`src/rtl/fp_sub_pkg.sv`:
```
// Shared types and constants for the sequential single-precision subtractor.
// The unpack struct carries everything captured from an operand pair at accept.
package fp_sub_pkg;

  typedef enum logic [2:0] {
    IDLE,
    ALIGN,
    OP,
    NORM,
    DONE
  } state_t;

  localparam logic [7:0]  EXP_MAX   = 8'hFF;
  localparam logic [31:0] QNAN      = 32'h7FC00000;
  localparam int          MANT_W    = 24;
  localparam int          ALIGN_CAP = 24;

  typedef struct packed {
    logic              sign;     // sign of the final result
    logic              eff_sub;  // 1: subtract magnitudes, 0: add them
    logic              special;  // an operand has exponent 8'hFF
    logic [7:0]        exp_x;    // exponent of the larger magnitude
    logic [MANT_W-1:0] mant_x;   // larger magnitude mantissa with hidden bit
    logic [MANT_W-1:0] mant_y;   // smaller magnitude mantissa with hidden bit
    logic [4:0]        shift;    // alignment distance, clamped
  } unpack_t;

endpackage

```
`src/rtl/fp_sub_if.sv`:
```
// Operand/result handshake bundle of the sequential subtractor.
// master drives operands and out_ready; slave is the arithmetic block.
interface fp_sub_if;
  logic [31:0] a_operand;
  logic [31:0] b_operand;
  logic        in_valid;
  logic        in_ready;
  logic [31:0] result;
  logic        Exception;
  logic        out_valid;
  logic        out_ready;

  modport master (
    output a_operand, b_operand, in_valid, out_ready,
    input  in_ready, result, Exception, out_valid
  );

  modport slave (
    input  a_operand, b_operand, in_valid, out_ready,
    output in_ready, result, Exception, out_valid
  );
endinterface

```
`src/rtl/fp_sub_unpack.sv`:
```
// Combinational front end: field extraction, special detect, magnitude swap,
// effective operation, result sign and clamped alignment distance.
module fp_sub_unpack
  import fp_sub_pkg::*;
(
  input  logic [31:0] a_operand,
  input  logic [31:0] b_operand,
  output unpack_t     fields
);

  localparam logic [4:0] SHIFT_CAP = 5'(ALIGN_CAP);

  logic [31:0]       ops    [2];
  logic              sign_f [2];
  logic [7:0]        exp_f  [2];
  logic [MANT_W-1:0] mant_f [2];
  logic              a_larger;
  logic [7:0]        exp_diff;

  assign ops[0] = a_operand;
  assign ops[1] = b_operand;

  genvar gi;
  generate
    for (gi = 0; gi < 2; gi++) begin : g_field
      assign sign_f[gi] = ops[gi][31];
      assign exp_f[gi]  = ops[gi][30:23];
      // No denormals: a zero exponent means the value is zero.
      assign mant_f[gi] = (exp_f[gi] == 8'h00) ? '0 : {1'b1, ops[gi][22:0]};
    end
  endgenerate

  // Ties keep a as X, so equal magnitudes subtract to an exact zero.
  assign a_larger = (a_operand[30:0] >= b_operand[30:0]);
  assign exp_diff = a_larger ? (exp_f[0] - exp_f[1]) : (exp_f[1] - exp_f[0]);

  always_comb begin
    fields         = '0;
    fields.special = (exp_f[0] == EXP_MAX) || (exp_f[1] == EXP_MAX);
    fields.eff_sub = (sign_f[0] == sign_f[1]);
    fields.sign    = a_larger ? sign_f[0] : ~sign_f[1];
    fields.exp_x   = a_larger ? exp_f[0] : exp_f[1];
    fields.mant_x  = a_larger ? mant_f[0] : mant_f[1];
    fields.mant_y  = a_larger ? mant_f[1] : mant_f[0];
    fields.shift   = (exp_diff > 8'(ALIGN_CAP)) ? SHIFT_CAP : exp_diff[4:0];
  end

endmodule

```
`src/rtl/fp_sub_seq.sv`:
```
// Iterative IEEE-754 single-precision subtractor: one alignment or
// normalization bit per cycle, valid/ready on both sides, truncating.
module fp_sub_seq
  import fp_sub_pkg::*;
(
  input logic   clk,
  input logic   rst,
  fp_sub_if.slave bus
);

  unpack_t fields;

  state_t            state_reg,   state_next;
  logic              sign_reg,    sign_next;
  logic              eff_sub_reg, eff_sub_next;
  logic [7:0]        exp_reg,     exp_next;
  logic [MANT_W-1:0] mant_x_reg,  mant_x_next;
  logic [MANT_W-1:0] mant_y_reg,  mant_y_next;
  logic [4:0]        count_reg,   count_next;
  logic [MANT_W:0]   sum_reg,     sum_next;
  logic [31:0]       result_reg,  result_next;
  logic              exc_reg,     exc_next;
  logic [7:0]        exp_inc;

  fp_sub_unpack u_unpack (
    .a_operand (bus.a_operand),
    .b_operand (bus.b_operand),
    .fields    (fields)
  );

  assign exp_inc = exp_reg + 8'd1;

  always_ff @(posedge clk) begin
    if (rst) begin
      state_reg   <= IDLE;
      sign_reg    <= 1'b0;
      eff_sub_reg <= 1'b0;
      exp_reg     <= '0;
      mant_x_reg  <= '0;
      mant_y_reg  <= '0;
      count_reg   <= '0;
      sum_reg     <= '0;
      result_reg  <= '0;
      exc_reg     <= 1'b0;
    end else begin
      state_reg   <= state_next;
      sign_reg    <= sign_next;
      eff_sub_reg <= eff_sub_next;
      exp_reg     <= exp_next;
      mant_x_reg  <= mant_x_next;
      mant_y_reg  <= mant_y_next;
      count_reg   <= count_next;
      sum_reg     <= sum_next;
      result_reg  <= result_next;
      exc_reg     <= exc_next;
    end
  end

  always_comb begin
    state_next   = state_reg;
    sign_next    = sign_reg;
    eff_sub_next = eff_sub_reg;
    exp_next     = exp_reg;
    mant_x_next  = mant_x_reg;
    mant_y_next  = mant_y_reg;
    count_next   = count_reg;
    sum_next     = sum_reg;
    result_next  = result_reg;
    exc_next     = exc_reg;

    case (state_reg)
      IDLE: begin
        if (bus.in_valid) begin
          sign_next    = fields.sign;
          eff_sub_next = fields.eff_sub;
          exp_next     = fields.exp_x;
          mant_x_next  = fields.mant_x;
          mant_y_next  = fields.mant_y;
          count_next   = fields.shift;
          if (fields.special) begin
            exc_next    = 1'b1;
            result_next = QNAN;
            state_next  = DONE;
          end else begin
            exc_next   = 1'b0;
            state_next = ALIGN;
          end
        end
      end

      ALIGN: begin
        if (count_reg != 5'd0) begin
          mant_y_next = {1'b0, mant_y_reg[MANT_W-1:1]};
          count_next  = count_reg - 5'd1;
        end else begin
          state_next = OP;
        end
      end

      OP: begin
        // X >= Y in magnitude, so the subtraction never wraps.
        sum_next   = eff_sub_reg ? ({1'b0, mant_x_reg} - {1'b0, mant_y_reg})
                                 : ({1'b0, mant_x_reg} + {1'b0, mant_y_reg});
        state_next = NORM;
      end

      NORM: begin
        if (sum_reg[MANT_W]) begin
          sum_next   = {1'b0, sum_reg[MANT_W:1]};
          exp_next   = exp_inc;
          state_next = DONE;
          if (exp_inc == EXP_MAX) begin
            exc_next    = 1'b1;
            result_next = {sign_reg, EXP_MAX, 23'h0};
          end else begin
            result_next = {sign_reg, exp_inc, sum_reg[23:1]};
          end
        end else if (sum_reg == '0) begin
          result_next = 32'h0;
          state_next  = DONE;
        end else if (!sum_reg[MANT_W-1] && (exp_reg > 8'd1)) begin
          sum_next = {sum_reg[MANT_W-1:0], 1'b0};
          exp_next = exp_reg - 8'd1;
        end else if (!sum_reg[MANT_W-1]) begin
          result_next = 32'h0;
          state_next  = DONE;
        end else begin
          result_next = {sign_reg, exp_reg, sum_reg[22:0]};
          state_next  = DONE;
        end
      end

      DONE: begin
        if (bus.out_ready) state_next = IDLE;
      end

      default: state_next = IDLE;
    endcase
  end

  assign bus.in_ready  = (state_reg == IDLE);
  assign bus.out_valid = (state_reg == DONE);
  assign bus.result    = result_reg;
  assign bus.Exception = exc_reg;

endmodule

```
`src/flat_wrapper.sv`:
```
// flat-port wrapper written by rule: the top's interface ports become plain ports
module fp_sub_seq_flat import fp_sub_pkg::*;
  (clk, rst, bus_a_operand, bus_b_operand, bus_in_valid, bus_out_ready, bus_in_ready, bus_result, bus_Exception, bus_out_valid);
  fp_sub_if bus_i ();
  input logic clk;
  input logic rst;
  input wire logic [$bits(bus_i.a_operand)-1:0] bus_a_operand;
  input wire logic [$bits(bus_i.b_operand)-1:0] bus_b_operand;
  input wire logic [$bits(bus_i.in_valid)-1:0] bus_in_valid;
  input wire logic [$bits(bus_i.out_ready)-1:0] bus_out_ready;
  output wire logic [$bits(bus_i.in_ready)-1:0] bus_in_ready;
  output wire logic [$bits(bus_i.result)-1:0] bus_result;
  output wire logic [$bits(bus_i.Exception)-1:0] bus_Exception;
  output wire logic [$bits(bus_i.out_valid)-1:0] bus_out_valid;
  assign bus_i.a_operand = bus_a_operand;
  assign bus_i.b_operand = bus_b_operand;
  assign bus_i.in_valid = bus_in_valid;
  assign bus_i.out_ready = bus_out_ready;
  assign bus_in_ready = bus_i.in_ready;
  assign bus_result = bus_i.result;
  assign bus_Exception = bus_i.Exception;
  assign bus_out_valid = bus_i.out_valid;
  fp_sub_seq u_core (.clk(clk), .rst(rst), .bus(bus_i));
endmodule
```
`config.mk`:
```
export PLATFORM = sky130hd
export DESIGN_NAME = fp_sub_seq_flat
export DESIGN_NICKNAME = d
export VERILOG_FILES = /design/src/rtl/fp_sub_pkg.sv /design/src/rtl/fp_sub_if.sv /design/src/rtl/fp_sub_unpack.sv /design/src/rtl/fp_sub_seq.sv /design/src/flat_wrapper.sv
export SDC_FILE = /design/constraint.sdc
export NUM_CORES = 1
export LEC_CHECK = 0
export ABC_AREA = 1
export BUFFER_PORTS_ARGS = -buffer_cell sky130_fd_sc_hd__buf_2
export CORE_ASPECT_RATIO = 0.75
export CORE_UTILIZATION = 25
export DETAILED_ROUTE_END_ITERATION = 8
export PLACE_DENSITY = 0.37
export RECOVER_POWER = 50
export SLEW_MARGIN = 40
export SYNTH_ARGS = -nofsm -noshare
export SYNTH_HDL_FRONTEND = slang
export SYNTH_SLANG_ARGS = --single-unit
```
`constraint.sdc`:
```
create_clock -name clk -period 4.6 [get_ports clk]
set_input_delay 0 -clock clk [delete_from_list [all_inputs] [get_ports clk]]
set_output_delay 0 -clock clk [all_outputs]
set_load 0.05 [all_outputs]
```
==> out/metrics.yaml, run 1 <==
antenna_found_initial: 0
post-route-period-util: 0.858
fin_util: 0.305
drive_above_1_share: 0.0730
setup_viol: 0
track_usage: 0.181
crit_fanout: 32
synth_fp_nets: 1870
wire_per_inst_um: 15.5
port_buffers: 102
setup_tns_ps: 0
synthCells: 1729
finalHoldViolCount: 0
ys_seq_area_frac: 0.238
largest_register_ffs: 32
cp.depth: 11
cts_sinks: 124
dp.cells: 2324
stdcell_area_sq_um: 12500
cts_max_level: 4
hold_depth: 5
status: "finished, violations left"
die_h_um: 179
yosysTopAreaCell: "dfxtp_1"
powerDensity_nw_per_um2: 633
hold_path_class: "in2reg"
chipWidth_um: 238
fin_worst_skew_ps: 12.2
cpMostUsedCell: "inv_1"
fp-row-count: 64
grt_max_degree: 66
maxCapViolCount: 1
worst_pin_slew_ps: 1670
yosysTopAreaCellShare: 0.238
final_antenna_net_count: 0
critPathTopFamily: "buffers and inverters"
wirelength_mm: 37.4
place_hpwl_mm: 28.5
clkLatencyLatePin_ps: 440
fmax_mhz: 253
maxSlewViolCount: 58
ys_types: 44
grt_pass1_wl_mm: 60.6
rsz0062_at_grt: "no"
path_buf_inv: 5
ios: 103
regArea_sq_um: 2480
rr_worst_depth: 11
synth_common_cells: "nand2_1 (506), a21oi_1 (207), inv_1 (179), nand3_1 (134), dfxtp_1 (124)"
slowest_delay_ps: 620
grt_pass1_vias: 11000
grt_use_met1: 0.255
cts_buffers: 17
vias: 11400
avgSynthCellArea_sq_um: 6.04
fillers: 4691
ys_top_cells_by_area: "dfxtp_1 (24%), nand2_1 (18%), a21oi_1 (9.9%), ha_1 (8.4%), inv_1 (6.4%)"
grt.overflow.total: 0
dr.pass1.iters: 5
syn_area_sq_um: 10400
endpoint_kind: "flip-flop"
post-route-min-period_ps: 3950
peakVddDrop_uv: 278
grt_use_met2: 0.290
multi_input_area_sq_um: 6860
crit_required_ps: 4970
violations: "capacitance limit, slew limit"
max_slew_margin: -0.112
synth_most_common_cell: "nand2_1"
drc: 0
cts_buffer_depth: 2
worst-setup-path-type: "reg2reg"
fp.dieArea_sq_um: 42600
place_congestion: 0.894
coreArea_sq_um: 41000
place_area_sq_um: 11400
routed_via_density: 4.71
cp-start-kind: "flip-flop"
cts_root_buf: "clkbuf_16"
critPathSlowestCell: "inv_1"
start_util: 0.255
drt_iter0_drc: 747
met3_usage: 0.0291
tritoncts: "done"
nets: 1978
arrival_ps: 4310
synth-async-reset-ratio: 0
clkTransAtPathRegs_ps: 60
finalPower_mw: 7.92
synth-main-ff-cell: "dfxtp_1"
yosys_register_bits: 124
timing.critical_path.cells: "nor3_1 > inv_1 > nor2_2 > buf_4 > inv_1 > nand2_1 > clkbuf_2 > inv_1 > a21oi_1 > o21ai_1 > a21oi_1"
synth_edf_count: 0
area_growth_pct: 19.7
antenna_cells: 0
final_cell_count_no_fill: 2410
yosysWarnings: 0
p_leak_nw: 6.02
grt.busiest_layer: "met2"
final timing paths:
path	slack, ps	start	end
max	650	u_core.state_reg[1]	u_core.mant_y_reg[5]
min	7	bus_b_operand[5]	u_core.mant_x_reg[5]
max reg2reg	650	u_core.state_reg[1]	u_core.mant_y_reg[5]
min reg2reg	460	u_core.bus.result[28]	u_core.bus.result[28]
where the power goes:
group / internal [mW] / total [mW] / switching (mW)
Clock: 0.921 / 1.48 / 0.558
Sequential: 1.38 / 1.75 / 0.372
Combinational: 1.53 / 4.69 / 3.16
Total: 3.83 / 7.92 / 4.09
layer usage:
metal,share of wire,up-vias
met5,0,-
met4,0.0082,0
met3,0.033,20
met2,0.44,148
met1,0.52,5301
li1,-,5889
metrics by stage:
stage	hold WS [ps]	worst slack [ps]
finish	7.49	654
global route	33.9	258
CTS	1.16	845
detailed placement	362	862
global placement	376	953
floorplan	210	1490
worst register-to-register path: cells and delay by family (launching register included):
| family | cells | cell delay (ps) |
|---|---|---|
| DFF | 1 | 360 |
| AOI/OAI and AO/OA | 3 | 540 |
| buffers and inverters | 5 | 2150 |
| and+or+nand+nor | 3 | 810 |
cell type report:
class,count,share of cell area
multi-input combinational,1335,0.549
sequential,124,0.199
clock buffer,18,0.0351
timing repair buffer,172,0.0903
tap,561,0.0561
clock inverter,13,0.0152
inverter,187,0.0561
repair_timing:
| item | in CTS | in global routing |
|---|---|---|
| gates resized for setup | 0 | 0 |
| endpoints found under the hold margin | 36 | 0 |
| buffers inserted | 0 | 0 |
| setup endpoints to repair | 0 | 0 |
| hold buffers | 55 | 0 |
layout by cell type, fill, tap and decap left out, drive strengths merged:
cell	Yosys	final
a211oi	1	1
a21boi	1	1
a21o	9	9
a21oi	209	209
a22oi	1	1
a31oi	10	10
and2	1	1
and3	2	2
buf	34	80
bufinv	0	4
clkbuf	49	55
clkinv	0	4
clkinvlp	0	4
dfxtp	124	124
dlygate4sd3	0	55
fa	3	3
ha	70	70
inv	187	188
nand2	510	510
nand3	135	135
nand4	22	22
nor2	123	123
nor3	21	21
nor3b	1	1
nor4	7	7
o2111ai	1	1
o211ai	20	20
o21a	1	1
o21ai	126	126
o21bai	1	1
o22ai	1	1
o31ai	4	4
or2	6	6
or3	1	1
xnor2	6	6
xor2	42	42
logic make-up (layout without fill, tap and decap cells):
kind of cell               count (synthesis)  in the layout  share of synthesized area
buffers and inverters                    270            390                      0.105
AOI/OAI and AO/OA                        385            385                      0.196
and+or+nand+nor                          829            829                      0.332
xor gates and xnor gates                  48             48                     0.0402
DFF                                      124            124                      0.238
adders and majority gates                 73             73                     0.0896
Power figures use the tool's default switching activity.
==> inputs of run 2 (changes only) <==
Settings changed: CORE_UTILIZATION 25 to 40, PLACE_DENSITY 0.37 to 0.55.
==> run 2 against run 1 <==
The flow now finishes without violations. Sequential share of layout area is 0.50 points higher. Register-to-register slack worse by 40 ps. Final cell count shrank 9.5%. Power is 0.44% lower. Flip-flop and latch count did not move. Sequential power about the same. First-iteration DRC count increased by 11%. Maximum frequency down 1.1%. Critical path type unchanged.
==> out/metrics.yaml, run 2 (synthesis gave the netlist of run 1 again) <==
drive_above_1_share: 0.0738
cts_max_level: 4
ctsResizeCount: 0
r2r_setup_slack_ps: 610
vias: 11500
final_antenna_net_count: 0
fin_worst_skew_ps: 8.99
setup_viol: 0
grt_pass1_vias: 10800
worst-setup-path-type: "reg2reg"
maxSlewViolCount: 0
nets: 1971
layout_common_cells: "nand2_1 (508), a21oi_1 (207), inv_1 (179)"
cts_sinks: 124
fp.dieArea_sq_um: 26800
largest_register_ffs: 32
cts_buffer_depth: 2
wirelength_mm: 33.3
track_usage: 0.254
hold_path_class: "in2reg"
port_buffers: 102
wire_per_inst_um: 15.3
fin_ws_ps: 610
antenna_found_initial: 1
crit_required_ps: 4950
die_h_um: 142
status: "finished, final reports clean"
p_leak_nw: 6.00
slowest_delay_ps: 960
place_ws_ps: 884
final_cell_count_no_fill: 2182
post-route-min-period_ps: 3990
clkLatencyLatePin_ps: 430
r2r_end: "u_core.mant_y_reg[18]"
rsz0062_at_grt: "no"
endpoint_kind: "flip-flop"
crit_path_start: "u_core.state_reg[1]"
area_growth_pct: 16.8
clkTransAtPathRegs_ps: 60
start_util: 0.413
dp.cells: 2100
worst_pin_slew_ps: 1320
finalHoldViolCount: 0
tritoncts: "done"
cts_buffers: 17
r2r_start: "u_core.state_reg[1]"
place_hpwl_mm: 24.6
cp-start-kind: "flip-flop"
drc: 0
cts_root_buf: "clkbuf_16"
fp-row-count: 50
chipWidth_um: 189
powerDensity_nw_per_um2: 646
rr_worst_depth: 11
ios: 103
routed_via_density: 5.26
maxCapViolCount: 0
crit_fanout: 32
place_congestion: 0.926
grt.overflow.total: 0
arrival_ps: 4340
critPathCapture: "u_core.mant_y_reg[18]"
grt_max_degree: 65
dr.pass1.iters: 5
drt_iter0_drc: 830
critPathSlowestCell: "clkbuf_1"
peakVddDrop_uv: 298
setup_tns_ps: 0
grt_pass1_wl_mm: 54.9
max_slew_margin: 0.121
fmax_mhz: 251
post-route-period-util: 0.867
timing.critical_path.cells: "nor3_2 > inv_1 > nor2_2 > clkbuf_1 > inv_1 > nand2_1 > buf_4 > inv_2 > a21oi_1 > o21ai_1 > a21oi_1"
final_common_cell: "nand2_1"
coreArea_sq_um: 25300
run 2: changes by cell type in the layout (fill, tap and decap cells not counted), moves of 3 or more:
cell / delta
clkbuf_8: +3
o21ai_0: -4
dlygate4sd3_1: -6
o21ai_1: +4
run 2: cell type report:
class,count,area [sq um]
Tap cell,338,423
Inverter,187,703
Antenna cell,1,2.50
Multi-Input combinational cell,1335,6860
Clock buffer,22,484
Sequential cell,124,2480
Clock inverter,10,185
Fill cell,2736,13100
Timing Repair Buffer,165,1060
run 2: worst min path at each step:
stage                           end  depth (start not counted)               from
2_1_floorplan       u_core.sign_reg                          3  bus_b_operand[31]
3_3_place_gp    u_core.state_reg[2]                          4      bus_out_ready
3_5_place_dp    u_core.state_reg[2]                          4      bus_out_ready
4_1_cts        u_core.mant_y_reg[0]                          5   bus_a_operand[0]
5_1_grt        u_core.mant_y_reg[0]                          5   bus_a_operand[0]
6_report       u_core.mant_y_reg[0]                          5   bus_a_operand[0]
run 2: routing by layer:
metal	vias up	GRT usage	share of wire
met4	0	0.0535	0.0078
met5	-	0	0
met2	246	0.396	0.44
met1	5306	0.365	0.50
li1	5892	-	-
met3	24	0.0451	0.051
run 2: timing repair:
action	4_1_cts	5_1_grt
hold buffers	49	0
setup endpoints to repair	0	0
buffers inserted	0	0
hold endpoints to repair	33	0
run 2: per-stage QoR:
stage | power [mW] | area (sq um) | hold WS [ps] | util
6_report | 7.88 | 12200 | 9.81 | 0.483
5_1_grt | 8.59 | 12200 | 20.6 | 0.483
4_1_cts | 7.88 | 12300 | 0.191 | 0.485
3_5_place_dp | 6.21 | 11100 | 349 | 0.439
3_3_place_gp | 6.26 | 11100 | 351 | 0.439
2_1_floorplan | 4.91 | 10400 | 210 | -
run 2: power breakdown:
group          switching, mW  internal, mW  total [mW]
registers              0.361          1.38        1.74
logic                   3.10          1.50        4.60
clock network          0.524          1.02        1.54
run 2: worst max-delay path, delay by kind of cell, from the launching register on:
kind	cells	cell delay, ps
AOI/OAI and AO/OA	3	410
and+or+nand+nor	3	580
buffers and inverters	5	2550
DFF	1	370
==> inputs of run 3 (changes only) <==
Settings changed: ABC_AREA 1 to not set.
Clock period 4.6 ns to 4.4 ns, I/O delays scaled along.
==> run 3 against run 2 <==
Sequential power rose by 9%. Worst setup slack worse by 280 ps. Die area shrank 5.2%. Critical endpoint is now u_core.mant_x_reg[9].
==> out/metrics.yaml, run 3 <==
grt_pass1_vias: 9456
hold_path_class: "in2reg"
crit_fanout: 62
chipWidth_um: 184
drive_above_1_share: 0.0990
drc: 0
maxSlewViolCount: 0
grt.overflow.total: 0
port_buffers: 102
grt_max_degree: 93
stdcell_area_sq_um: 11400
post-route-period-util: 0.926
layout_common_cells: "nor2_1 (182), a21oi_1 (131), nand2_1 (130)"
vias: 10200
syn_area_sq_um: 9890
yosysTopAreaCellShare: 0.251
dp.cells: 1717
maxCapViolCount: 0
clkLatencyLatePin_ps: 420
antenna_found_initial: 0
synth_fp_nets: 1506
die_h_um: 138
clkTransAtPathRegs_ps: 50
synth-main-ff-cell: "dfxtp_1"
synth_most_common_cell: "nor2_1"
track_usage: 0.232
cts_root_buf: "clkbuf_16"
grt_pass1_wl_mm: 48.1
synth-async-reset-ratio: 0
fmax_mhz: 246
yosysTopAreaCell: "dfxtp_1"
cts_setup_buffers: 0
cts_sinks: 124
ys_top_cells_by_area: "dfxtp_1 (25%), ha_1 (8.9%), nor2_1 (6.9%), a21oi_1 (6.6%), nand2_1 (4.9%)"
final_antenna_net_count: 0
arrival_ps: 4370
cts_buffer_depth: 2
crit_required_ps: 4690
drt_iter0_drc: 691
area_growth_pct: 14.8
final_common_cell: "nor2_1"
cts_buffers: 17
cp-start-kind: "input pin"
wire_per_inst_um: 16.5
peakVddDrop_uv: 447
fp-row-count: 49
worst-setup-path-type: "in2reg"
post-route-min-period_ps: 4070
finalHoldViolCount: 0
fillers: 2570
yosys_register_bits: 124
rr_worst_depth: 16
coreArea_sq_um: 24100
fp.dieArea_sq_um: 25400
ys_seq_area_frac: 0.251
synth_common_cells: "nor2_1 (183), a21oi_1 (131), nand2_1 (130), dfxtp_1 (124), clkbuf_1 (72)"
powerDensity_nw_per_um2: 736
place_congestion: 0.868
nets: 1573
avgSynthCellArea_sq_um: 7.25
status: "finished, final reports clean"
regArea_sq_um: 2480
rsz0062_at_grt: "no"
setup_tns_ps: 0
endpoint_kind: "flip-flop"
synth_edf_count: 0
ys_types: 74
synthCells: 1365
multi_input_area_sq_um: 6700
worst_pin_slew_ps: 1400
max_slew_margin: 0.0634
place_area_sq_um: 10500
dr.pass1.iters: 5
wirelength_mm: 29.3
tritoncts: "done"
ios: 103
final_cell_count_no_fill: 1775
place_hpwl_mm: 21.0
fin_worst_skew_ps: 10.2
setup_viol: 0
routed_via_density: 5.72
cts_max_level: 4
largest_register_ffs: 32
yosysWarnings: 0
hold_depth: 3
p_leak_nw: 4.56
antenna_cells: 0
start_util: 0.411
ctsResizeCount: 0
[run 3: cell types whose count changed after synthesis, sizes merged, moves of 31 or more]
cell    delta
nand2    -377
nor3      +31
nand3     -93
o21ai     -55
nor2      +62
a21oi     -77
inv      -121
xnor2     +35
o211ai    +37
[run 3: path summary, 6_finish.rpt]
path	startpoint	to	slack, ps
worst max register to register	u_core.mant_y_reg[2]	u_core.sum_reg[21]	610
worst min register to register	u_core.bus.result[31]	u_core.bus.result[31]	460
worst min-delay path	bus_b_operand[0]	u_core.mant_x_reg[0]	20
worst max-delay path	bus_b_operand[10]	u_core.mant_x_reg[9]	330
[run 3: worst max-delay path, stage by stage]
cell           delay [ps]
dlygate4sd3_1         520
clkbuf_1              140
inv_1                  60
ha_1                  320
a21oi_1               130
o21ai_0               150
a221oi_1              670
o41ai_1               310
nor2_4                210
clkbuf_1              970
buf_12                330
nor2_1                 80
a311oi_1              360
nor3_1                 80
[run 3: timing repair]
action | CTS | global route
hold endpoints to repair | 42 | 0
hold buffers | 26 | 0
endpoints found under the setup margin | 0 | 0
[run 3: report_power, final]
group | total [mW] | switching [mW] | internal [mW]
sequential | 1.90 | 0.468 | 1.44
combinational | 4.96 | 3.00 | 1.96
clock | 1.49 | 0.538 | 0.956
[run 3: cell type report]
class | instances | area share
Sequential cell | 124 | 0.219
Timing Repair Buffer | 150 | 0.0790
Clock buffer | 19 | 0.0390
Inverter | 66 | 0.0218
Tap cell | 331 | 0.0365
Multi-Input combinational cell | 1073 | 0.590
Clock inverter | 12 | 0.0151
[run 3: cell families (layout without fill, tap and decap cells)]
logic type	count (synthesis)	count (layout)	synth area share
AND/OR/NAND/NOR	508	508	0.237
adder cells (fa/ha/maj)	73	73	0.0946
XOR/XNOR	53	53	0.0469
flip-flops	124	124	0.251
multiplexers	12	12	0.0121
AO/OA/AOI/OAI	427	427	0.287
buffers and inverters	168	247	0.0720
[run 3: routing by layer]
| layer | global-route usage | vias up | wire (um) |
|---|---|---|---|
| li1 | - | 5084 | - |
| met1 | 0.321 | 4813 | 14100 |
| met2 | 0.378 | 238 | 13400 |
| met3 | 0.0411 | 23 | 1430 |
| met4 | 0.0482 | 0 | 286 |
| met5 | 0 | - | 0 |
[run 3: per-stage QoR]
stage | util | hold slack [ps] | total power [mW] | setup WS [ps]
after floorplan | - | 196 | 5.67 | 929
after global placement | 0.437 | 348 | 6.79 | 691
after detailed placement | 0.438 | 355 | 6.82 | 623
after CTS | 0.474 | 6.78 | 8.38 | 597
after global routing | 0.471 | 30.6 | 9.09 | 161
final | 0.471 | 19.6 | 8.36 | 327
